$ cat config.mk
export PLATFORM = sky130hd
export DESIGN_NAME = codificador_de_teclas_da_senha
export DESIGN_NICKNAME = d
export VERILOG_FILES = /design/src/rtl/codificador_de_teclas_da_senha.sv
export SDC_FILE = /design/constraint.sdc
export NUM_CORES = 1
export LEC_CHECK = 0
export BUFFER_PORTS_ARGS = -buffer_cell sky130_fd_sc_hd__buf_4
export CORE_MARGIN = 3
export CORE_UTILIZATION = 50
export CTS_BUF_LIST = sky130_fd_sc_hd__clkbuf_4 sky130_fd_sc_hd__clkbuf_8 sky130_fd_sc_hd__clkbuf_16
export DETAILED_ROUTE_END_ITERATION = 8
export PLACE_DENSITY = 0.75
export SKIP_CTS_REPAIR_TIMING = 1
export SYNTH_ARGS = -nofsm -noshare
export SYNTH_HDL_FRONTEND = slang
export SYNTH_SLANG_ARGS = --single-unit
$ cat constraint.sdc
create_clock -name i_clk -period 2.6 [get_ports i_clk]
set_input_delay 0 -clock i_clk [delete_from_list [all_inputs] [get_ports i_clk]]
set_output_delay 0 -clock i_clk [all_outputs]
set_load 0.01 [all_outputs]
$ cat src/rtl/codificador_de_teclas_da_senha.sv
// Push-button encoder: synchronises and debounces four raw keys and emits one
// single-cycle one-hot code per accepted press, with full-release re-arming.
module codificador_de_teclas_da_senha #(
    parameter int unsigned TEMPO_DEBOUNCE = 16
) (
    input  logic       i_clk,
    input  logic       i_reset,
    input  logic [3:0] i_botoes,
    output logic [3:0] o_senha_inserida,
    output logic       o_codigo_valido,
    output logic       o_tecla_invalida,
    output logic       o_ocupado,
    output logic [2:0] o_contagem_de_digitos
);

    localparam int unsigned CW = $clog2(TEMPO_DEBOUNCE + 1);
    localparam logic [CW-1:0] CNT_MAX = CW'(TEMPO_DEBOUNCE - 1);

    localparam logic [2:0] OCIOSO             = 3'd0;
    localparam logic [2:0] FILTRANDO_PRESSAO  = 3'd1;
    localparam logic [2:0] EMITINDO           = 3'd2;
    localparam logic [2:0] AGUARDANDO_SOLTURA = 3'd3;
    localparam logic [2:0] FILTRANDO_SOLTURA  = 3'd4;

    logic [3:0]    r_sync1;
    logic [3:0]    r_amostra;
    logic [3:0]    r_tecla;
    logic [CW-1:0] r_cnt;
    logic [2:0]    r_estado;
    logic [3:0]    r_senha;
    logic          r_valido;
    logic          r_invalida;
    logic [2:0]    r_contagem;

    logic [2:0]    w_estado;
    logic [3:0]    w_tecla;
    logic [CW-1:0] w_cnt;
    logic          w_entra_emit;
    logic          w_um_bit;

    // Exactly one bit set: non-zero and clearing the lowest set bit leaves zero.
    assign w_um_bit = (r_tecla != 4'b0000) && ((r_tecla & (r_tecla - 4'd1)) == 4'b0000);

    always_comb begin
        w_estado = r_estado;
        w_tecla  = r_tecla;
        w_cnt    = r_cnt;
        case (r_estado)
            OCIOSO: begin
                if (r_amostra != 4'b0000) begin
                    w_tecla  = r_amostra;
                    w_cnt    = '0;
                    w_estado = FILTRANDO_PRESSAO;
                end
            end
            FILTRANDO_PRESSAO: begin
                if (r_amostra == 4'b0000) begin
                    w_estado = OCIOSO;
                end else if (r_amostra != r_tecla) begin
                    w_tecla = r_amostra;
                    w_cnt   = '0;
                end else if (r_cnt == CNT_MAX) begin
                    w_estado = EMITINDO;
                end else begin
                    w_cnt = r_cnt + CW'(1);
                end
            end
            EMITINDO: w_estado = AGUARDANDO_SOLTURA;
            AGUARDANDO_SOLTURA: begin
                if (r_amostra == 4'b0000) begin
                    w_cnt    = '0;
                    w_estado = FILTRANDO_SOLTURA;
                end
            end
            FILTRANDO_SOLTURA: begin
                if (r_amostra != 4'b0000) begin
                    w_estado = AGUARDANDO_SOLTURA;
                end else if (r_cnt == CNT_MAX) begin
                    w_estado = OCIOSO;
                end else begin
                    w_cnt = r_cnt + CW'(1);
                end
            end
            default: w_estado = OCIOSO;
        endcase
    end

    // Output registers load on the edge entering EMITINDO, so they are high
    // exactly while the state register holds EMITINDO.
    assign w_entra_emit = (r_estado == FILTRANDO_PRESSAO) && (w_estado == EMITINDO);

    always_ff @(posedge i_clk) begin
        if (i_reset) begin
            r_sync1    <= 4'b0000;
            r_amostra  <= 4'b0000;
            r_tecla    <= 4'b0000;
            r_cnt      <= '0;
            r_estado   <= OCIOSO;
            r_senha    <= 4'b0000;
            r_valido   <= 1'b0;
            r_invalida <= 1'b0;
            r_contagem <= 3'd0;
        end else begin
            r_sync1    <= i_botoes;
            r_amostra  <= r_sync1;
            r_tecla    <= w_tecla;
            r_cnt      <= w_cnt;
            r_estado   <= w_estado;
            r_senha    <= (w_entra_emit && w_um_bit) ? r_tecla : 4'b0000;
            r_valido   <= w_entra_emit && w_um_bit;
            r_invalida <= w_entra_emit && !w_um_bit;
            if (w_entra_emit && w_um_bit && (r_contagem != 3'd7)) begin
                r_contagem <= r_contagem + 3'd1;
            end
        end
    end

    assign o_senha_inserida      = r_senha;
    assign o_codigo_valido       = r_valido;
    assign o_tecla_invalida      = r_invalida;
    assign o_ocupado             = (r_estado != OCIOSO);
    assign o_contagem_de_digitos = r_contagem;

endmodule

---- Yosys cells after proc, flatten, opt, wreduce, memory -nomap -nowiden ----
Index checks and enable logic that the tools add are counted.
cells by class
  muxes and demuxes ....................... 19
  shift operators ......................... 0
  $mul .................................... 0
  bitwise logic cells ..................... 2
  order comparisons ....................... 0
  equal/unequal tests ..................... 13
  reduce and logical (&&, ||, !) cells .... 17
  add/sub/neg operators ................... 3
  divide/modulo/power cells ............... 0
operators by type and width
  operator                                          count
  two-way mux 5 bit                                 6
  two-way mux 3 bit                                 7
  one-hot mux 5 bit (4 select lines)                1
  one-hot mux 3 bit (5 select lines)                1
  two-way mux 4 bit                                 3
  nonzero test 4 bit                                3
  inequality test 2 bit, second input constant      5
  == test 3 x 2 -> 1 bit, second input constant     3
  logical NOT 4 bit                                 2
  one-hot mux 4 bit (2 select lines)                1
  adder 5 x 1 -> 5 bit, second input constant       1
  == test 5 x 4 -> 1 bit, second input constant     1
  logical AND 1 bit                                 5
  AND reduction 5 bit                               1
  bitwise AND 4 bit                                 1
  inequality test 4 bit                             1
  AND reduction 4 bit                               1
  subtractor 4 x 1 -> 4 bit, second input constant  1
  adder 3 x 1 -> 3 bit, second input constant       1
  == test 3 x 1 -> 1 bit, second input constant     1
  == test 3 bit, second input constant              1
  logical NOT 3 bit                                 1
  inequality test 3 bit, second input constant      1
  nonzero test 3 bit                                1
  other kinds (4)                                   4
storage, ports and cells
  RAM bits ................................ 0
  bits of input ports ..................... 6
  flip-flop bits (word level) ............. 29
  bits in read-only memories .............. 0
  word-level logic and storage cells ...... 63
  output and inout port bits .............. 10
  memories kept ........................... 0
  latch bits .............................. 0

---- Longest topological paths before layout ----
Gate-level depths: netlist of run 1.
  word-level depth ........................ 10
  gate-level depth with buffers ........... 6
  gate-level depth less buffers ........... 6

---- Least setup slack after synthesis of run 1 ----
No wires, ideal clock.
  kind .................................... reg2reg
  start ................................... reg r_tecla[0]
  end ..................................... reg r_contagem[1], in the netlist o_contagem_de_digitos[1]
  data arrival time ....................... 1.738 ns
  path buffers ............................ 0
  required time ........................... 2.529 ns
  cell stages (with the launch flop) ...... 6
  slack ................................... 0.792 ns
  cell sequence ........................... dfxtp_1 > xor2_1 > nor4_4 > nand4_4 > or4b_1 > a21oi_1
between the ends
  longest elaborated chain between the ends .. 8
ends and longest elaborated chain
  item                                line  RTL
  from (decl)                         27    logic [3:0] r_tecla;
  from (signal assigned)              106   r_tecla <= w_tecla;
  inequality test 4 bit               59    end else if (r_amostra != r_tecla) begin
  two-way mux 3 bit                   59
  two-way mux 3 bit                   57    if (r_amostra == 4'b0000) begin
  one-hot mux 3 bit (5 select lines)  48    case (r_estado)
  == test 3 x 2 -> 1 bit              90    assign w_entra_emit = (r_estado == FILTRANDO_PRESSAO) && (w_estado == EMITINDO);
  logical AND 1 bit                   90
  logical AND 1 bit (*) (2 in a row)  112   if (w_entra_emit && w_um_bit && (r_contagem != 3'd7)) begin
  to (signal assigned)                113   r_contagem <= r_contagem + 3'd1;
  to (decl)                           33    logic [2:0] r_contagem;
Mark *: on every way between the ends. The rest lies on a longest branch, timed or not.
A chain may end at the register's enable or synchronous reset.

---- Worst setup path in the final report of run 1 ----
Same ends and word-level chain as after synthesis.

==> impl_metrics.xml, run 1 <==
<?xml version="1.0" encoding="UTF-8"?>
<metrics>
  <group name="placement">
    <metric name="port_buffers" unit="">15</metric>
    <metric name="detailed_place_hpwl" unit="um">1660</metric>
    <metric name="gp_congestion" unit="">0.8044</metric>
  </group>
  <group name="floorplan">
    <metric name="die_area" unit="mm^2">0.003192</metric>
    <metric name="initial_core_util" unit="%">54.99</metric>
    <metric name="std_cell_rows" unit="">17</metric>
    <metric name="top_level_ports" unit="">16</metric>
    <metric name="fp.dieH" unit="um">56.50</metric>
    <metric name="floorplan.core_area" unit="mm^2">0.002318</metric>
    <metric name="die_x" unit="um">56.50</metric>
  </group>
  <group name="power_and_ir_drop">
    <metric name="total_power_divided_by_cell_area" unit="mW/mm^2">620.1</metric>
    <metric name="p_leak" unit="nW">0.6375</metric>
    <metric name="vdd_ir_drop_max" unit="mV">0.4924</metric>
    <metric name="total_power" unit="mW">0.9473</metric>
  </group>
  <group name="timing">
    <metric name="hold-worst-slack" unit="ns">0.001051</metric>
    <metric name="timing.clock.skew" unit="ns">0.008566</metric>
    <metric name="rsz0062_at_grt" unit="">false</metric>
    <metric name="hold_viol_final" unit="">0</metric>
    <metric name="timing.final.crit_period" unit="ns">2.028</metric>
    <metric name="timing.final.setup_violations" unit="">0</metric>
    <metric name="setup_tns" unit="ns">0</metric>
    <metric name="worst_pin_slew" unit="ns">0.7781</metric>
    <metric name="min_period_over_period" unit="%">77.99</metric>
    <metric name="max_freq" unit="MHz">493.1</metric>
    <metric name="finalMaxSlewViolations" unit="">0</metric>
    <metric name="slew-limit-headroom" unit="%">47.69</metric>
  </group>
  <group name="layout">
    <metric name="fin_nets" unit="">159</metric>
    <metric name="n_antenna_cell" unit="">0</metric>
    <metric name="final_layout_size_suffix_gt1_share" unit="%">18.54</metric>
    <metric name="fillerInstances" unit="">192</metric>
    <metric name="syn_to_final_growth" unit="%">19.82</metric>
  </group>
  <group name="clock_network">
    <metric name="clock_network_latency_to_the_later_pin_of_the_worst_skew_pair" unit="ns">0.33</metric>
    <metric name="cts_htree_levels" unit="">2</metric>
    <metric name="clk_pin_slew" unit="ns">0.10</metric>
    <metric name="cts_inserted_buffers" unit="">5</metric>
    <metric name="clk_root_buf" unit="">sky130_fd_sc_hd__clkbuf_4</metric>
    <metric name="clkSinkCount" unit="">29</metric>
    <metric name="clock_path_buffers" unit="">2</metric>
    <metric name="tritoncts" unit="">yes</metric>
  </group>
  <group name="worst_setup_path">
    <metric name="cp.buffers_inverters" unit="">0</metric>
    <metric name="critical_path.max_stage_delay" unit="ns">0.50</metric>
    <metric name="critical-path-top-delay-family" unit="">simple AND/OR/NAND/NOR gates</metric>
    <metric name="timing.critical_path.slowest_stage_cell" unit="">sky130_fd_sc_hd__or4b_1</metric>
    <metric name="cp.required" unit="ns">2.86</metric>
    <metric name="critPathLaunchType" unit="">flop</metric>
    <metric name="cp.arrival" unit="ns">2.29</metric>
    <metric name="critPathKind" unit="">flop to flop</metric>
    <metric name="worstPathCellList" unit="">xor2_1, nor4_4, nand4_4, or4b_1, a21oi_1</metric>
    <metric name="end_kind" unit="">flop</metric>
    <metric name="highest_fanout_seen_on_the_critical_path" unit="">8</metric>
  </group>
  <group name="grt">
    <metric name="grt_start_max_net_pins" unit="">23</metric>
    <metric name="vias_in_the_first_global_route" unit="">956</metric>
    <metric name="grt_pass1_wl" unit="um">4084</metric>
    <metric name="track_usage" unit="%">16.43</metric>
    <metric name="grt_antenna_before_repair" unit="">0</metric>
    <metric name="grt_overflow_total" unit="">0</metric>
  </group>
  <group name="yosys">
    <metric name="post_synth.cell_area_avg" unit="um^2">9.807</metric>
    <metric name="synth.top_cells.by_count" unit="">29 x sky130_fd_sc_hd__dfxtp_1, 9 x sky130_fd_sc_hd__nand2_1, 8 x sky130_fd_sc_hd__a21oi_1, 8 x sky130_fd_sc_hd__nor2_1, 8 x sky130_fd_sc_hd__nor2b_1</metric>
    <metric name="yosysTopAreaCellShare" unit="%">45.53</metric>
    <metric name="synth-seq-area-share" unit="%">45.53</metric>
    <metric name="commonest_register_cell_after_synthesis" unit="">sky130_fd_sc_hd__dfxtp_1</metric>
    <metric name="count_of_flip_flops_with_a_built_in_enable_after_synthesis" unit="">0</metric>
    <metric name="synth_async_sr_flop_share" unit="%">0</metric>
    <metric name="yosysWarningCount" unit="">0</metric>
    <metric name="synth.lib_cells_used.distinct" unit="">39</metric>
    <metric name="synth_area_leader_cell" unit="">sky130_fd_sc_hd__dfxtp_1</metric>
    <metric name="synth_area" unit="mm^2">0.001275</metric>
    <metric name="syn_inst" unit="">130</metric>
    <metric name="top_count_cell_post_synth" unit="">sky130_fd_sc_hd__dfxtp_1</metric>
    <metric name="synth-seq-cells" unit="">29</metric>
    <metric name="ys_top_cells_by_area" unit="">sky130_fd_sc_hd__dfxtp_1 46%, sky130_fd_sc_hd__mux2i_1 3.9%, sky130_fd_sc_hd__nor2b_1 3.9%, sky130_fd_sc_hd__a21oi_1 3.1%, sky130_fd_sc_hd__ha_1 2.9%</metric>
    <metric name="mappedNetlistNets" unit="">139</metric>
  </group>
  <group name="route">
    <metric name="antenna_violating_nets_post_route" unit="">0</metric>
    <metric name="routed_wirelength" unit="um">2448</metric>
    <metric name="avgViaCountPerCell" unit="">5.715</metric>
    <metric name="drc" unit="">0</metric>
    <metric name="wl_per_cell" unit="um">13.68</metric>
    <metric name="drt_first_pass_iters" unit="">4</metric>
    <metric name="via_count" unit="">1023</metric>
    <metric name="drt-initial-drc-count" unit="">45</metric>
  </group>
  <group name="run_status">
    <metric name="result_of_the_run" unit="">complete, no violations</metric>
  </group>
  <group name="min_path">
    <metric name="hold_class" unit="">input pin to flop</metric>
  </group>
  <group name="run">
    <metric name="max-cap-violations" unit="">0</metric>
  </group>
</metrics>
## power by group
part	total, mW	internal, mW	switching, mW
clock	0.397	0.228	0.169
sequential	0.467	0.454	0.0125
combinational	0.0838	0.0377	0.0461
## kinds of logic (layout without fill, tap and decap cells)
| kind of cell | Yosys count | after routing | synth area share [%] |
|---|---|---|---|
| multiplexers | 6 | 6 | 4.809 |
| adder cells (fa/ha/maj) | 3 | 3 | 2.944 |
| XOR/XNOR | 5 | 5 | 3.435 |
| flip-flops | 29 | 29 | 45.54 |
| buffers and inverters | 6 | 27 | 1.864 |
| AND/OR/NAND/NOR | 59 | 59 | 30.52 |
| AO/OA/AOI/OAI | 22 | 22 | 10.89 |
## cell type report
cell class              count  area [um^2]  share of cell area, %
flip-flops and latches     29        580.6                  38.00
well taps                  28        35.03                  2.293
multi-input cells          95        670.6                  43.90
clock buffers               6        51.30                  3.358
clock inverters             2        37.54                  2.457
repair buffers             19        152.6                  9.992
## path summary, 6_finish.rpt
kind / startpoint / depth (start not counted) / slack (ns) / endpoint
worst max-delay path: r_tecla[0]$_SDFFE_PP0P_ / 5 / 0.57 / o_contagem_de_digitos[1]$_SDFFE_PP0P_
worst min-delay path: i_reset / 2 / 0.001 / r_tecla[3]$_SDFFE_PP0P_
worst max register to register: r_tecla[0]$_SDFFE_PP0P_ / 5 / 0.57 / o_contagem_de_digitos[1]$_SDFFE_PP0P_
worst min register to register: r_sync1[0]$_SDFF_PP0_ / 1 / 0.44 / r_amostra[0]$_SDFF_PP0_
## layout by cell type, fill, tap and decap left out, types with 2 or more instances in the layout
| master | instances |
|---|---|
| sky130_fd_sc_hd__nor2b_1 | 8 |
| sky130_fd_sc_hd__ha_1 | 3 |
| sky130_fd_sc_hd__or3_1 | 3 |
| sky130_fd_sc_hd__xor2_1 | 4 |
| sky130_fd_sc_hd__mux2i_1 | 5 |
| sky130_fd_sc_hd__or4b_1 | 2 |
| sky130_fd_sc_hd__clkbuf_4 | 5 |
| sky130_fd_sc_hd__nor2_1 | 8 |
| sky130_fd_sc_hd__nor3b_1 | 4 |
| sky130_fd_sc_hd__dfxtp_1 | 29 |
| sky130_fd_sc_hd__o31ai_1 | 3 |
| sky130_fd_sc_hd__nand2_1 | 9 |
| sky130_fd_sc_hd__or4_1 | 2 |
| sky130_fd_sc_hd__dlygate4sd3_1 | 4 |
| sky130_fd_sc_hd__a21oi_1 | 8 |
| sky130_fd_sc_hd__buf_4 | 15 |
| sky130_fd_sc_hd__nand3_1 | 2 |
| sky130_fd_sc_hd__and2_1 | 4 |
| sky130_fd_sc_hd__nor3_1 | 5 |
| sky130_fd_sc_hd__nor4b_1 | 2 |
| sky130_fd_sc_hd__o21ai_0 | 2 |
| sky130_fd_sc_hd__a31oi_1 | 2 |
| sky130_fd_sc_hd__a21o_1 | 2 |
## flip-flops by register name, indices dropped and copies added, names as in the netlist
| name | count |
|---|---|
| o_contagem_de_digitos | 3 |
| r_tecla | 4 |
| r_cnt | 5 |
| o_senha_inserida | 4 |
| o_codigo_valido | 1 |
| r_sync1 | 4 |
| r_estado | 3 |
| r_amostra | 4 |
| o_tecla_invalida | 1 |
## routing by layer
layer	part of all wire [%]	global-route usage, %
met1	42	19.35
met4	2.0	7.458
met2	47	26.07
met3	8.3	6.437
met5	0	0
## stage by stage
step	setup slack [ns]	util (%)	area (um^2)	instances
3_5_place_dp	0.6067	60.33	1399	167
2_1_floorplan	0.7916	-	1275	130
3_3_place_gp	0.7188	60.33	1399	167
5_1_grt	0.4496	65.89	1528	179
4_1_cts	0.5816	64.17	1488	175
6_report	0.5721	65.89	1528	179
No activity file was read; power rests on OpenSTA's default activity.
==> inputs of run 2 (changes only) <==
--- a/config.mk
+++ b/config.mk
@@ -10,7 +10,7 @@
 export CORE_UTILIZATION = 50
 export CTS_BUF_LIST = sky130_fd_sc_hd__clkbuf_4 sky130_fd_sc_hd__clkbuf_8 sky130_fd_sc_hd__clkbuf_16
 export DETAILED_ROUTE_END_ITERATION = 8
-export PLACE_DENSITY = 0.75
+export PLACE_DENSITY = 0.78
 export SKIP_CTS_REPAIR_TIMING = 1
 export SYNTH_ARGS = -nofsm -noshare
 export SYNTH_HDL_FRONTEND = slang
==> constraint.sdc (replaced) <==
create_clock -name i_clk -period 1.84 [get_ports i_clk]
set_input_delay 0 -clock i_clk [delete_from_list [all_inputs] [get_ports i_clk]]
set_output_delay 0 -clock i_clk [all_outputs]
set_load 0.01 [all_outputs]
==> impl_metrics.xml, run 2 (synthesis results as in run 1) <==
<?xml version="1.0" encoding="UTF-8"?>
<metrics>
  <group name="grt">
    <metric name="grt_start_max_net_pins" unit="">23</metric>
    <metric name="vias_in_the_first_global_route" unit="">966</metric>
    <metric name="track_usage" unit="%">16.02</metric>
    <metric name="grt_pass1_wl" unit="um">3933</metric>
    <metric name="grt_overflow_total" unit="">0</metric>
    <metric name="grt_antenna_before_repair" unit="">0</metric>
  </group>
  <group name="power_and_ir_drop">
    <metric name="total_power" unit="mW">1.179</metric>
    <metric name="p_leak" unit="nW">0.6823</metric>
    <metric name="total_power_divided_by_cell_area" unit="mW/mm^2">739.3</metric>
    <metric name="vdd_ir_drop_max" unit="mV">0.6936</metric>
  </group>
  <group name="timing">
    <metric name="setup_tns" unit="ns">0</metric>
    <metric name="slew-limit-headroom" unit="%">72.11</metric>
    <metric name="timing.clock.skew" unit="ns">0.005250</metric>
    <metric name="finalMaxSlewViolations" unit="">0</metric>
    <metric name="timing.final.crit_period" unit="ns">1.814</metric>
    <metric name="hold_viol_final" unit="">0</metric>
    <metric name="min_period_over_period" unit="%">98.57</metric>
    <metric name="worst_pin_slew" unit="ns">0.4160</metric>
    <metric name="rsz0062_at_grt" unit="">true</metric>
    <metric name="timing.final.setup_violations" unit="">0</metric>
    <metric name="max_freq" unit="MHz">551.4</metric>
  </group>
  <group name="placement">
    <metric name="gp_congestion" unit="">0.7781</metric>
    <metric name="port_buffers" unit="">15</metric>
    <metric name="detailed_place_hpwl" unit="um">1690</metric>
    <metric name="post_place_cell_area" unit="mm^2">0.001451</metric>
  </group>
  <group name="floorplan">
    <metric name="initial_core_util" unit="%">54.99</metric>
    <metric name="top_level_ports" unit="">16</metric>
    <metric name="floorplan.core_area" unit="mm^2">0.002318</metric>
    <metric name="std_cell_rows" unit="">17</metric>
    <metric name="fp.dieH" unit="um">56.50</metric>
    <metric name="die_area" unit="mm^2">0.003192</metric>
    <metric name="die_x" unit="um">56.50</metric>
  </group>
  <group name="worst_setup_path">
    <metric name="critPathLaunchType" unit="">flop</metric>
    <metric name="worstPathCellList" unit="">xor2_1, nor4_4, nand4_4, or4b_1, a21oi_1</metric>
    <metric name="r2r_end" unit="">o_contagem_de_digitos[2]$_SDFFE_PP0P_</metric>
    <metric name="cp.required" unit="ns">2.10</metric>
    <metric name="cp.arrival" unit="ns">2.08</metric>
    <metric name="worst_r2r_startpoint" unit="">r_tecla[2]$_SDFFE_PP0P_</metric>
    <metric name="reg2reg_slack" unit="ns">0.03</metric>
    <metric name="end_kind" unit="">flop</metric>
    <metric name="critical_path.startpoint" unit="">r_tecla[2]$_SDFFE_PP0P_</metric>
    <metric name="critical-path-top-delay-family" unit="">simple AND/OR/NAND/NOR gates</metric>
    <metric name="worst_reg2reg_path_depth" unit="">5</metric>
    <metric name="critPathKind" unit="">flop to flop</metric>
    <metric name="cp.buffers_inverters" unit="">0</metric>
    <metric name="cp.depth" unit="">5</metric>
    <metric name="highest_fanout_seen_on_the_critical_path" unit="">6</metric>
    <metric name="timing.critical_path.to" unit="">o_contagem_de_digitos[2]$_SDFFE_PP0P_</metric>
    <metric name="timing.critical_path.slowest_stage_cell" unit="">sky130_fd_sc_hd__or4b_1</metric>
    <metric name="critical_path.max_stage_delay" unit="ns">0.50</metric>
  </group>
  <group name="layout">
    <metric name="final_layout_size_suffix_gt1_share" unit="%">28.75</metric>
    <metric name="largest_reg_flops" unit="">5</metric>
    <metric name="final_std_cell_area_no_fill" unit="mm^2">0.001594</metric>
    <metric name="fin_nets" unit="">168</metric>
    <metric name="largest-register" unit="">r_cnt</metric>
    <metric name="n_antenna_cell" unit="">0</metric>
    <metric name="most_common_cell_after_layout_fill_and_taps_aside" unit="">sky130_fd_sc_hd__dfxtp_1</metric>
    <metric name="syn_to_final_growth" unit="%">25.02</metric>
    <metric name="mostFrequentLayoutCells" unit="">26 x sky130_fd_sc_hd__dfxtp_1, 24 x sky130_fd_sc_hd__buf_4, 9 x sky130_fd_sc_hd__nand2_1</metric>
    <metric name="fillerInstances" unit="">187</metric>
  </group>
  <group name="run_status">
    <metric name="result_of_the_run" unit="">complete, no violations</metric>
  </group>
  <group name="route">
    <metric name="drt-initial-drc-count" unit="">17</metric>
    <metric name="drc" unit="">0</metric>
    <metric name="routed_wirelength" unit="um">2607</metric>
    <metric name="drt_first_pass_iters" unit="">4</metric>
    <metric name="avgViaCountPerCell" unit="">5.670</metric>
    <metric name="antenna_violating_nets_post_route" unit="">0</metric>
    <metric name="via_count" unit="">1066</metric>
    <metric name="wl_per_cell" unit="um">13.87</metric>
  </group>
  <group name="clock_network">
    <metric name="clock_path_buffers" unit="">2</metric>
    <metric name="clkSinkCount" unit="">29</metric>
    <metric name="tritoncts" unit="">yes</metric>
    <metric name="cts_htree_levels" unit="">2</metric>
    <metric name="clk_root_buf" unit="">sky130_fd_sc_hd__clkbuf_4</metric>
    <metric name="clock_network_latency_to_the_later_pin_of_the_worst_skew_pair" unit="ns">0.33</metric>
    <metric name="cts_inserted_buffers" unit="">5</metric>
    <metric name="clk_pin_slew" unit="ns">0.09</metric>
  </group>
  <group name="run">
    <metric name="max-cap-violations" unit="">0</metric>
  </group>
  <group name="min_path">
    <metric name="hold_class" unit="">input pin to flop</metric>
  </group>
</metrics>
-- run 2: routing by layer --
metal  GRT usage [%]  vias to the layer above  wire length (um)
li1                -                      530                 -
met1           17.99                      505              1119
met2           24.59                       25              1308
met3           7.816                        6               144
met4           8.814                        0                34
met5               0                        -                 0
-- run 2: worst min-delay path by stage --
stage	slack, ns	cells past startpoint	from	endpoint
after global placement	0.21	2	i_botoes[3]	r_sync1[3]$_SDFF_PP0_
after floorplan	0.11	1	i_reset	o_codigo_valido$_SDFF_PP0_
final	0.002	2	i_reset	o_contagem_de_digitos[0]$_SDFFE_PP0P_
after CTS	-0.13	2	i_botoes[3]	r_sync1[3]$_SDFF_PP0_
after detailed placement	0.22	2	i_botoes[1]	r_sync1[1]$_SDFF_PP0_
after global routing	0.003	2	i_reset	r_tecla[2]$_SDFFE_PP0P_
-- run 2: area by class of cell --
type	instances	area [um^2]	share of cell area, %
well taps	28	35.03	2.198
repair buffers	28	220.2	13.81
clock inverters	2	10.01	0.6279
flip-flops and latches	29	584.3	36.66
multi-input cells	95	699.4	43.88
clock buffers	6	45.04	2.826
-- run 2: per-stage QoR --
step / setup WS, ns / hold WS (ns) / util, % / std cells
final: 0.02629 / 0.001815 / 68.75 / 188
after floorplan: 0.03165 / 0.1102 / - / 130
after CTS: 0.02065 / -0.1313 / 64.98 / 182
after global placement: 0.1256 / 0.2086 / 62.60 / 174
after global routing: -0.08448 / 0.002752 / 68.75 / 188
after detailed placement: 0.04119 / 0.2176 / 62.60 / 174
-- run 2: report_power, final --
part           total [mW]  switching [mW]  leakage, nW  internal, mW
sequential          0.658          0.0163        0.237         0.642
clock               0.378           0.219       0.0354         0.160
combinational       0.142          0.0729        0.410        0.0690
